File: config.mk
export PLATFORM = sky130hd
export DESIGN_NAME = ctl_axil_slave
export DESIGN_NICKNAME = d
export VERILOG_FILES = /design/src/rtl/ctl_axil_slave.sv
export SDC_FILE = /design/constraint.sdc
export NUM_CORES = 1
export LEC_CHECK = 0
export CORE_ASPECT_RATIO = 0.7
export CORE_MARGIN = 2
export CORE_UTILIZATION = 35
export CTS_CLUSTER_SIZE = 20
export DETAILED_ROUTE_END_ITERATION = 8
export GPL_TIMING_DRIVEN = 0
export PLACE_DENSITY = 0.87
export SLEW_MARGIN = 20
export SYNTH_ARGS = -nofsm -noshare
export SYNTH_HDL_FRONTEND = slang
export SYNTH_SLANG_ARGS = --single-unit
File: constraint.sdc
create_clock -name s00_axi_aclk -period 1.9 [get_ports s00_axi_aclk]
set_input_delay 0.38 -clock s00_axi_aclk [delete_from_list [all_inputs] [get_ports s00_axi_aclk]]
set_output_delay 0.38 -clock s00_axi_aclk [all_outputs]
set_load 0.05 [all_outputs]
File: src/rtl/ctl_axil_slave.sv
// ctl_axil_slave: AXI4-Lite control-plane responder for the accelerator.
// Holds MODE/CFG, issues a one-cycle start pulse to the core and exposes
// busy/done/error status. Optional macro CTL_IRQ_EN adds the oCTL_IRQ output
// and the IRQ_EN register at word 5.
module ctl_axil_slave #(
  parameter int          C_S_AXI_DATA_WIDTH = 32,
  parameter int          C_S_AXI_ADDR_WIDTH = 5,
  parameter logic [31:0] PRM_VERSION        = 32'h2025_0613
) (
  input  logic                            s00_axi_aclk,
  input  logic                            s00_axi_aresetn,
  input  logic [C_S_AXI_ADDR_WIDTH-1:0]   s00_axi_awaddr,
  input  logic [2:0]                      s00_axi_awprot,
  input  logic                            s00_axi_awvalid,
  output logic                            s00_axi_awready,
  input  logic [C_S_AXI_DATA_WIDTH-1:0]   s00_axi_wdata,
  input  logic [C_S_AXI_DATA_WIDTH/8-1:0] s00_axi_wstrb,
  input  logic                            s00_axi_wvalid,
  output logic                            s00_axi_wready,
  output logic [1:0]                      s00_axi_bresp,
  output logic                            s00_axi_bvalid,
  input  logic                            s00_axi_bready,
  input  logic [C_S_AXI_ADDR_WIDTH-1:0]   s00_axi_araddr,
  input  logic [2:0]                      s00_axi_arprot,
  input  logic                            s00_axi_arvalid,
  output logic                            s00_axi_arready,
  output logic [C_S_AXI_DATA_WIDTH-1:0]   s00_axi_rdata,
  output logic [1:0]                      s00_axi_rresp,
  output logic                            s00_axi_rvalid,
  input  logic                            s00_axi_rready,
  output logic [1:0]                      oCTL_MODE,
  output logic [1:0]                      oCTL_Q,
  output logic [1:0]                      oCTL_BUT,
  output logic                            oCTL_START,
`ifdef CTL_IRQ_EN
  output logic                            oCTL_IRQ,
`endif
  input  logic                            iCTL_BUSY,
  input  logic                            iCTL_DONE
);

  // Write-channel state: independent AW/W latches plus the pending response.
  logic       aw_lat_q, aw_lat_d, w_lat_q, w_lat_d;
  logic [2:0] aw_idx_q, aw_idx_d;
  logic [3:0] wdata_q, wdata_d;
  logic       wbe0_q, wbe0_d;
  logic       bvalid_q, bvalid_d;
  // Control/status registers.
  logic [1:0] mode_q, mode_d;
  logic [3:0] cfg_q, cfg_d;
  logic       done_q, done_d, err_q, err_d, done_prev_q;
  logic       start_pend_q, start_pend_d, start_q;
  // Read-channel state.
  logic                          rvalid_q, rvalid_d;
  logic [C_S_AXI_DATA_WIDTH-1:0] rdata_q, rdata_d, rd_mux;
`ifdef CTL_IRQ_EN
  logic irq_en_q, irq_en_d, irq_q;
`endif

  logic       aw_hs, w_hs, ar_hs, commit, done_rise;
  logic [2:0] wr_idx, ar_idx;
  logic [3:0] wr_data;
  logic       wr_be0;

  // Ready is offered only while the channel is empty and no response is
  // outstanding; gating with reset keeps every ready low while in reset.
  assign s00_axi_awready = s00_axi_aresetn & s00_axi_awvalid & ~aw_lat_q & ~bvalid_q;
  assign s00_axi_wready  = s00_axi_aresetn & s00_axi_wvalid & ~w_lat_q & ~bvalid_q;
  assign s00_axi_arready = s00_axi_aresetn & s00_axi_arvalid & ~rvalid_q;
  assign aw_hs = s00_axi_awready;
  assign w_hs  = s00_axi_wready;
  assign ar_hs = s00_axi_arready;

  // Bypass the latches when the beat handshakes in the commit cycle itself.
  assign wr_idx  = aw_lat_q ? aw_idx_q : s00_axi_awaddr[4:2];
  assign wr_data = w_lat_q ? wdata_q : s00_axi_wdata[3:0];
  assign wr_be0  = w_lat_q ? wbe0_q : s00_axi_wstrb[0];
  assign commit  = ~bvalid_q & (aw_lat_q | aw_hs) & (w_lat_q | w_hs);
  assign ar_idx  = s00_axi_araddr[4:2];
  assign done_rise = iCTL_DONE & ~done_prev_q;

  // Write-channel bookkeeping and register commit with its side effects.
  always_comb begin
    aw_lat_d     = aw_lat_q;
    w_lat_d      = w_lat_q;
    aw_idx_d     = aw_idx_q;
    wdata_d      = wdata_q;
    wbe0_d       = wbe0_q;
    bvalid_d     = bvalid_q;
    mode_d       = mode_q;
    cfg_d        = cfg_q;
    start_pend_d = 1'b0;
    done_d       = done_rise | done_q;
    err_d        = err_q;
`ifdef CTL_IRQ_EN
    irq_en_d     = irq_en_q;
`endif
    if (aw_hs) begin
      aw_lat_d = 1'b1;
      aw_idx_d = s00_axi_awaddr[4:2];
    end
    if (w_hs) begin
      w_lat_d = 1'b1;
      wdata_d = s00_axi_wdata[3:0];
      wbe0_d  = s00_axi_wstrb[0];
    end
    if (bvalid_q && s00_axi_bready) begin
      bvalid_d = 1'b0;
      aw_lat_d = 1'b0;
      w_lat_d  = 1'b0;
    end
    if (commit) begin
      bvalid_d = 1'b1;
      case (wr_idx)
        3'd0: begin
          if (iCTL_BUSY) err_d = 1'b1;
          else if (wr_be0) begin
            mode_d       = wr_data[1:0];
            start_pend_d = |wr_data[1:0];
          end
        end
        3'd1: begin
          if (iCTL_BUSY) err_d = 1'b1;
          else if (wr_be0) cfg_d = wr_data;
        end
        3'd3: begin
          // A fresh done edge in the same cycle overrides the clear.
          if (wr_be0 && wr_data[0]) done_d = done_rise;
          if (wr_be0 && wr_data[1]) err_d = 1'b0;
        end
`ifdef CTL_IRQ_EN
        3'd5: if (wr_be0) irq_en_d = wr_data[0];
`endif
        default: ;
      endcase
    end
  end

  // Read-data mux sampled at the AR handshake, so it sees pre-commit values.
  always_comb begin
    rd_mux = '0;
    case (ar_idx)
      3'd0: rd_mux[1:0] = mode_q;
      3'd1: rd_mux[3:0] = cfg_q;
      3'd2: rd_mux[2:0] = {err_q, done_q, iCTL_BUSY};
      3'd4: rd_mux = PRM_VERSION;
`ifdef CTL_IRQ_EN
      3'd5: rd_mux[0] = irq_en_q;
`endif
      default: ;
    endcase
    rdata_d  = ar_hs ? rd_mux : rdata_q;
    rvalid_d = ar_hs ? 1'b1 : (s00_axi_rready ? 1'b0 : rvalid_q);
  end

  // State registers; reset drops any in-flight transaction.
  always_ff @(posedge s00_axi_aclk or negedge s00_axi_aresetn) begin
    if (!s00_axi_aresetn) begin
      aw_lat_q     <= 1'b0;
      w_lat_q      <= 1'b0;
      aw_idx_q     <= '0;
      wdata_q      <= '0;
      wbe0_q       <= 1'b0;
      bvalid_q     <= 1'b0;
      mode_q       <= '0;
      cfg_q        <= '0;
      done_q       <= 1'b0;
      err_q        <= 1'b0;
      done_prev_q  <= 1'b0;
      start_pend_q <= 1'b0;
      start_q      <= 1'b0;
      rvalid_q     <= 1'b0;
      rdata_q      <= '0;
`ifdef CTL_IRQ_EN
      irq_en_q     <= 1'b0;
      irq_q        <= 1'b0;
`endif
    end else begin
      aw_lat_q     <= aw_lat_d;
      w_lat_q      <= w_lat_d;
      aw_idx_q     <= aw_idx_d;
      wdata_q      <= wdata_d;
      wbe0_q       <= wbe0_d;
      bvalid_q     <= bvalid_d;
      mode_q       <= mode_d;
      cfg_q        <= cfg_d;
      done_q       <= done_d;
      err_q        <= err_d;
      done_prev_q  <= iCTL_DONE;
      start_pend_q <= start_pend_d;
      start_q      <= start_pend_q;
      rvalid_q     <= rvalid_d;
      rdata_q      <= rdata_d;
`ifdef CTL_IRQ_EN
      irq_en_q     <= irq_en_d;
      irq_q        <= done_q & irq_en_q;
`endif
    end
  end

  assign s00_axi_bvalid = bvalid_q;
  assign s00_axi_bresp  = 2'b00;
  assign s00_axi_rvalid = rvalid_q;
  assign s00_axi_rdata  = rdata_q;
  assign s00_axi_rresp  = 2'b00;
  assign oCTL_MODE  = mode_q;
  assign oCTL_Q     = cfg_q[3:2];
  assign oCTL_BUT   = cfg_q[1:0];
  assign oCTL_START = start_q;
`ifdef CTL_IRQ_EN
  assign oCTL_IRQ   = irq_q;
`endif

  // Inputs that carry no meaning for this register map.
  logic unused_ok;
  assign unused_ok = ^{s00_axi_awprot, s00_axi_arprot, s00_axi_awaddr[1:0],
                       s00_axi_araddr[1:0], s00_axi_wdata[C_S_AXI_DATA_WIDTH-1:4],
                       s00_axi_wstrb[C_S_AXI_DATA_WIDTH/8-1:1]};

endmodule

### Word level (Yosys, flattened, before mapping)

Cells that the tools add are included.

| storage, ports and cells | value |
|---|---|
| bits in registers | 55 |
| bits in latches | 0 |
| bits in writable memories | 0 |
| ROM bits | 0 |
| bits of input ports | 61 |
| output and inout port bits | 48 |
| memories kept | 0 |

| operators by class | value |
|---|---|
| $add $sub $neg | 0 |
| $mul | 0 |
| div/mod/pow operators | 0 |
| order comparisons | 0 |
| eq/ne operators | 7 |
| shift-type cells | 0 |
| mux-type cells | 25 |
| bitwise gates (word level) | 20 |
| reduce and logical (&&, ||, !) cells | 15 |

Operators by type and width:

| kind | count |
|---|---|
| 26-bit 2-to-1 mux | 1 |
| 1-bit 2-to-1 mux | 19 |
| 4-bit AND reduction | 3 |
| 1-bit bitwise AND | 11 |
| 2-bit nonzero test | 5 |
| 2-bit case mux with 4 select lines | 1 |
| 3-bit by 1-bit == test with 1-bit output, second input constant | 2 |
| 3-bit by 2-bit == test with 1-bit output, second input constant | 2 |
| 3-bit logical NOT | 2 |
| 1-bit inverter | 6 |
| 4-bit 2-to-1 mux | 1 |
| 1-bit case mux with 2 select lines | 2 |
| 2-bit OR reduction | 2 |
| 3-bit == test, second input constant | 1 |
| 1-bit logical AND | 3 |
| 3-bit 2-to-1 mux | 1 |
| 1-bit bitwise OR | 3 |
| 2-bit by 1-bit inequality test with 1-bit output, second input constant | 1 |
| 2-bit inequality test, second input constant | 1 |

### Depth between registers and ports, before layout

| depth | value |
|---|---|
| depth in word-level cells | 7 |
| gate-level depth with buffers | 6 |
| gate-level depth less buffers | 4 |

### Least setup slack after synthesis

No wires, ideal clock.

| timing | value |
|---|---|
| path kind | register to register |
| from | register bvalid_q, in the netlist s00_axi_bvalid |
| to | register aw_idx_q[0] |
| setup time | 125 ps |
| data arrival time | 2,541 ps |
| data required time | 1,775 ps |
| setup slack | -766 ps |
| stages on the path, launching flop included | 4 |
| path buffers | 1 |
| period minus slack after synthesis | 2,666 ps |
| cells stage by stage | dfrtp_1 -> clkbuf_1 -> nor3_1 -> mux2_2 |

| on the way | value |
|---|---|
| longest elaborated chain between the ends | 2 |

Ends and longest elaborated chain:

| item | RTL line | RTL |
|---|---|---|
| start, declared | 47 | `logic bvalid_q, bvalid_d;` |
| start signal, assigned | 184 | `bvalid_q <= bvalid_d;` |
| 1-bit inverter | 67 | `assign s00_axi_awready = s00_axi_aresetn & s00_axi_awvalid & ~aw_lat_q & ~bvalid_q;` |
| 1-bit bitwise AND | 67 |  |
| net s00_axi_awready | 15 | `output logic s00_axi_awready,` |
| end signal, assigned | 181 | `aw_idx_q <= aw_idx_d;` |
| end, declared | 44 | `logic [2:0] aw_idx_q, aw_idx_d;` |

The timed path passes the listed nets, and every way through them passes these cells.
A chain may end at the register's enable or synchronous reset.

### Worst setup path after layout

| timing | value |
|---|---|
| from | register cfg_q[1] |
| to | output oCTL_BUT[1] |

RTL lines:

| item | RTL line | RTL |
|---|---|---|
| start, declared | 50 | `logic [3:0] cfg_q, cfg_d;` |
| start signal, assigned | 186 | `cfg_q <= cfg_d;` |
| end, declared | 33 | `output logic [1:0] oCTL_BUT,` |

No word-level cell between the ends.

==> impl_metrics.toml <==
[run_status]
run_status = "finished, final reports clean"

[timing]
layout_setup_ws_ns = 0.0385
final.setup_skew_ns = 0.00391
min_period_ns = 1.86
timing.max_slew.rel_slack_pct = 65.9
timing_hold_violations_final = 0
setup_repair_after_global_routing_missed_its_margin = "false"
layout_worst_path_cycle_share_pct = 98.0
slew_viol_final = 0
holdWs_ns = 0.0675
worst_slew_pin_slew_ns = 0.509
finalSetupViolCount = 0
upper_clock_frequency_limit_ghz = 0.537

[detailed_routing]
drt_pre_antenna_iters = 4
wl_per_cell_um = 12.2
drc_errors = 0
drt-vias-per-instance = 4.37
antenna_left = 0
drt_wl_total_um = 3450
via_count = 1237
drtIter0Drc = 60

[synth]
synth_top_flop_cell = "sky130_fd_sc_hd__dfrtp_1"
synth.cell_area_um2 = 1570
synth.area.top_cells = "sky130_fd_sc_hd__dfrtp_1 (45%), sky130_fd_sc_hd__buf_4 (15%), sky130_fd_sc_hd__mux2_2 (13%)"
avgSynthCellArea_um2 = 10.4
yosysMostFrequentCell = "sky130_fd_sc_hd__buf_4"
ys_seq_area_share_pct = 44.6
yosys-top-cells-count = "sky130_fd_sc_hd__buf_4 (31), sky130_fd_sc_hd__dfrtp_1 (28), sky130_fd_sc_hd__mux2_2 (18), sky130_fd_sc_hd__nand2_1 (10), sky130_fd_sc_hd__o21ai_0 (8)"
synth.yosys.warnings = 0
ys_ff_latch = 28
netlist-cell-type-count = 33
synth_cells = 151
proportion_of_netlist_area_held_by_the_largest_area_contributor_pct = 44.6
synth_async_sr_flop_share_pct = 100
synth_edf_count = 0
synth_top_area_cell = "sky130_fd_sc_hd__dfrtp_1"

[clocking]
ctsLongestPathBuffers = 2
cts.root.buffer_cell = "sky130_fd_sc_hd__clkbuf_8"
clk-insertion-delay-late_ns = 0.27
num_clock_sinks = 28
cts_buffers = 3
tritoncts_clock_tree = "yes"
clock_transition_at_the_register_clock_pins_on_the_worst_setup_and_hold_paths_after_cts_ns = 0.10
htreeDepth = 1

[floorplan]
top_level_ports = 109
row_count = 20
design.die.area_um2 = 5050
initial_utilization_pct = 36.3
chipHeight_um = 60.1
dieWidth_um = 84.1
floorplan.core_area_um2 = 4330

[place]
place_congestion = 0.781
placed_cells = 272
place_ws_ns = -0.875
dp_hpwl_um = 2600
port-buffer-count = 42

[worst_hold_path]
worst_hold_path_type = "primary input to asynchronous set/reset pin"

[global_routing]
grt_remaining_overflow = 0
groute.usage.overall_pct = 13.8
first_global_vias = 1134
grt_first_pass_wirelength_um = 5530
grt_max_degree = 29
initial_antenna_violation_count = 0

[critical_path]
critPathCaptureType = "output port"
worstPathCellList = "clkdlybuf4s50_1"
gate_family_responsible_for_the_most_delay_along_the_worst_path = "buffers and inverters"
critPathArrivalTime_ns = 1.48
r2r_setup_slack_ns = 0.26
peak_fanout_along_the_critical_path = 3
critical-path-max-stage-delay_ns = 0.82
cp.required_ns = 1.52
worst_path_max_delay_cell = "sky130_fd_sc_hd__clkdlybuf4s50_1"
critPathLaunchType = "flop"
ws_path_type = "flop to output port"
critical_path_buf_inv_count = 1

[cells_and_area]
antennaDiodeCount = 0
fin_nets = 290
synthToLayoutAreaGrowth_pct = 47.4
layout.cells.non_filler = 283
proportion_of_layout_cells_with_a_drive_suffix_above_1_pct = 33.3

[pwr]
leakagePower_nw = 1.21
worst_vdd_rail_ir_drop_v = 0.000614
powerDensity_nw_per_um2 = 1210

[job]
drv.max_cap_violation_count = 0
final timing paths:
| path | start | endpoint | cells past startpoint |
|---|---|---|---|
| max reg2reg | w_lat_q$_DFFE_PN0P_ | oCTL_MODE[1]$_DFFE_PN0P_ | 4 |
| min | s00_axi_aresetn | oCTL_MODE[1]$_DFFE_PN0P_ | 2 |
| min in group s00_axi_aclk | start_pend_q$_DFF_PN0_ | oCTL_START$_DFF_PN0_ | 0 |
| max | cfg_q[1]$_DFFE_PN0P_ | oCTL_BUT[1] | 1 |
| min reg2reg | start_pend_q$_DFF_PN0_ | oCTL_START$_DFF_PN0_ | 0 |
| max in group asynchronous | s00_axi_aresetn | aw_lat_q$_DFFE_PN0P_ | 2 |
logic make-up after synthesis:
group	after synthesis	share of synthesized area (%)
buffers and inverters	43	17.7
and+or+nand+nor	33	12.2
DFF	28	44.6
AOI/OAI and AO/OA	26	11.1
muxes	20	14.2
other	1	0.238
placed cells by master, fill, tap and decap left out, types with 3 or more instances in the layout:
master                            Yosys  layout
sky130_fd_sc_hd__buf_4               31      39
sky130_fd_sc_hd__dfrtp_1             28      28
sky130_fd_sc_hd__conb_1               1      25
sky130_fd_sc_hd__clkdlybuf4s50_1      0      25
sky130_fd_sc_hd__mux2_2              18      18
sky130_fd_sc_hd__nand2_1             10      10
sky130_fd_sc_hd__o21ai_0              8       8
sky130_fd_sc_hd__inv_1                7       7
sky130_fd_sc_hd__dlymetal6s2s_1       0       6
sky130_fd_sc_hd__dlygate4sd2_1        0       6
sky130_fd_sc_hd__a21oi_1              5       5
sky130_fd_sc_hd__nor2_1               4       4
sky130_fd_sc_hd__nand3_1              4       3
sky130_fd_sc_hd__o211ai_1             3       3
sky130_fd_sc_hd__a22oi_1              3       3
sky130_fd_sc_hd__clkbuf_8             0       3
routing by layer:
metal | track usage (%) | share of wire, % | up-vias
met5 | 0 | 0 | -
met2 | 23.7 | 50 | 35
met3 | 4.01 | 5.4 | 2
li1 | - | - | 630
met4 | 1.84 | 0.35 | 0
met1 | 18.1 | 44 | 570
power by group:
| part | total, W | switching, W | internal (W) |
|---|---|---|---|
| clock | 0.000467 | 0.000185 | 0.000282 |
| combinational | 0.00139 | 0.000836 | 0.000553 |
| sequential | 0.000954 | 0.000175 | 0.000780 |
stage by stage:
step	power [W]	area (um2)	setup TNS [ns]	utilization [%]
global placement	0.00228	2170	-34.68	50.1
CTS	0.00279	2250	-0.0513	51.9
global route	0.00297	2320	0	53.6
finish	0.00281	2320	0	53.6
detailed placement	0.00232	2170	-5.60	50.0
floorplan	0.00194	1680	0	-
what timing repair did:
item | in CTS | in global routing
setup endpoints to repair | 12 | 7
pin swaps | 0 | 1
setup buffers | 0 | 7
gates resized for setup | 27 | 8
endpoints found under the hold margin | 28 | 0
hold buffers | 1 | 0
registers in the layout (all words and copies together), names as in the netlist:
signal,flops
s00_axi_rdata,5
cfg_q,4
wdata_q,4
aw_idx_q,3
oCTL_MODE,2
aw_lat_q,1
done_prev_q,1
done_q,1
err_q,1
oCTL_START,1
s00_axi_bvalid,1
s00_axi_rvalid,1
start_pend_q,1
w_lat_q,1
wbe0_q,1
area by class of cell:
class | count | area (um2)
Inverter | 8 | 30.0
Fill cell | 387 | 2010
Tap cell | 55 | 68.8
Timing Repair Buffer | 50 | 495
Clock inverter | 1 | 30.0
Clock buffer | 3 | 41.3
Multi-Input combinational cell | 104 | 706
Sequential cell | 28 | 701
Buffer | 34 | 246
Note: power is estimated with default switching activity, not from simulation.
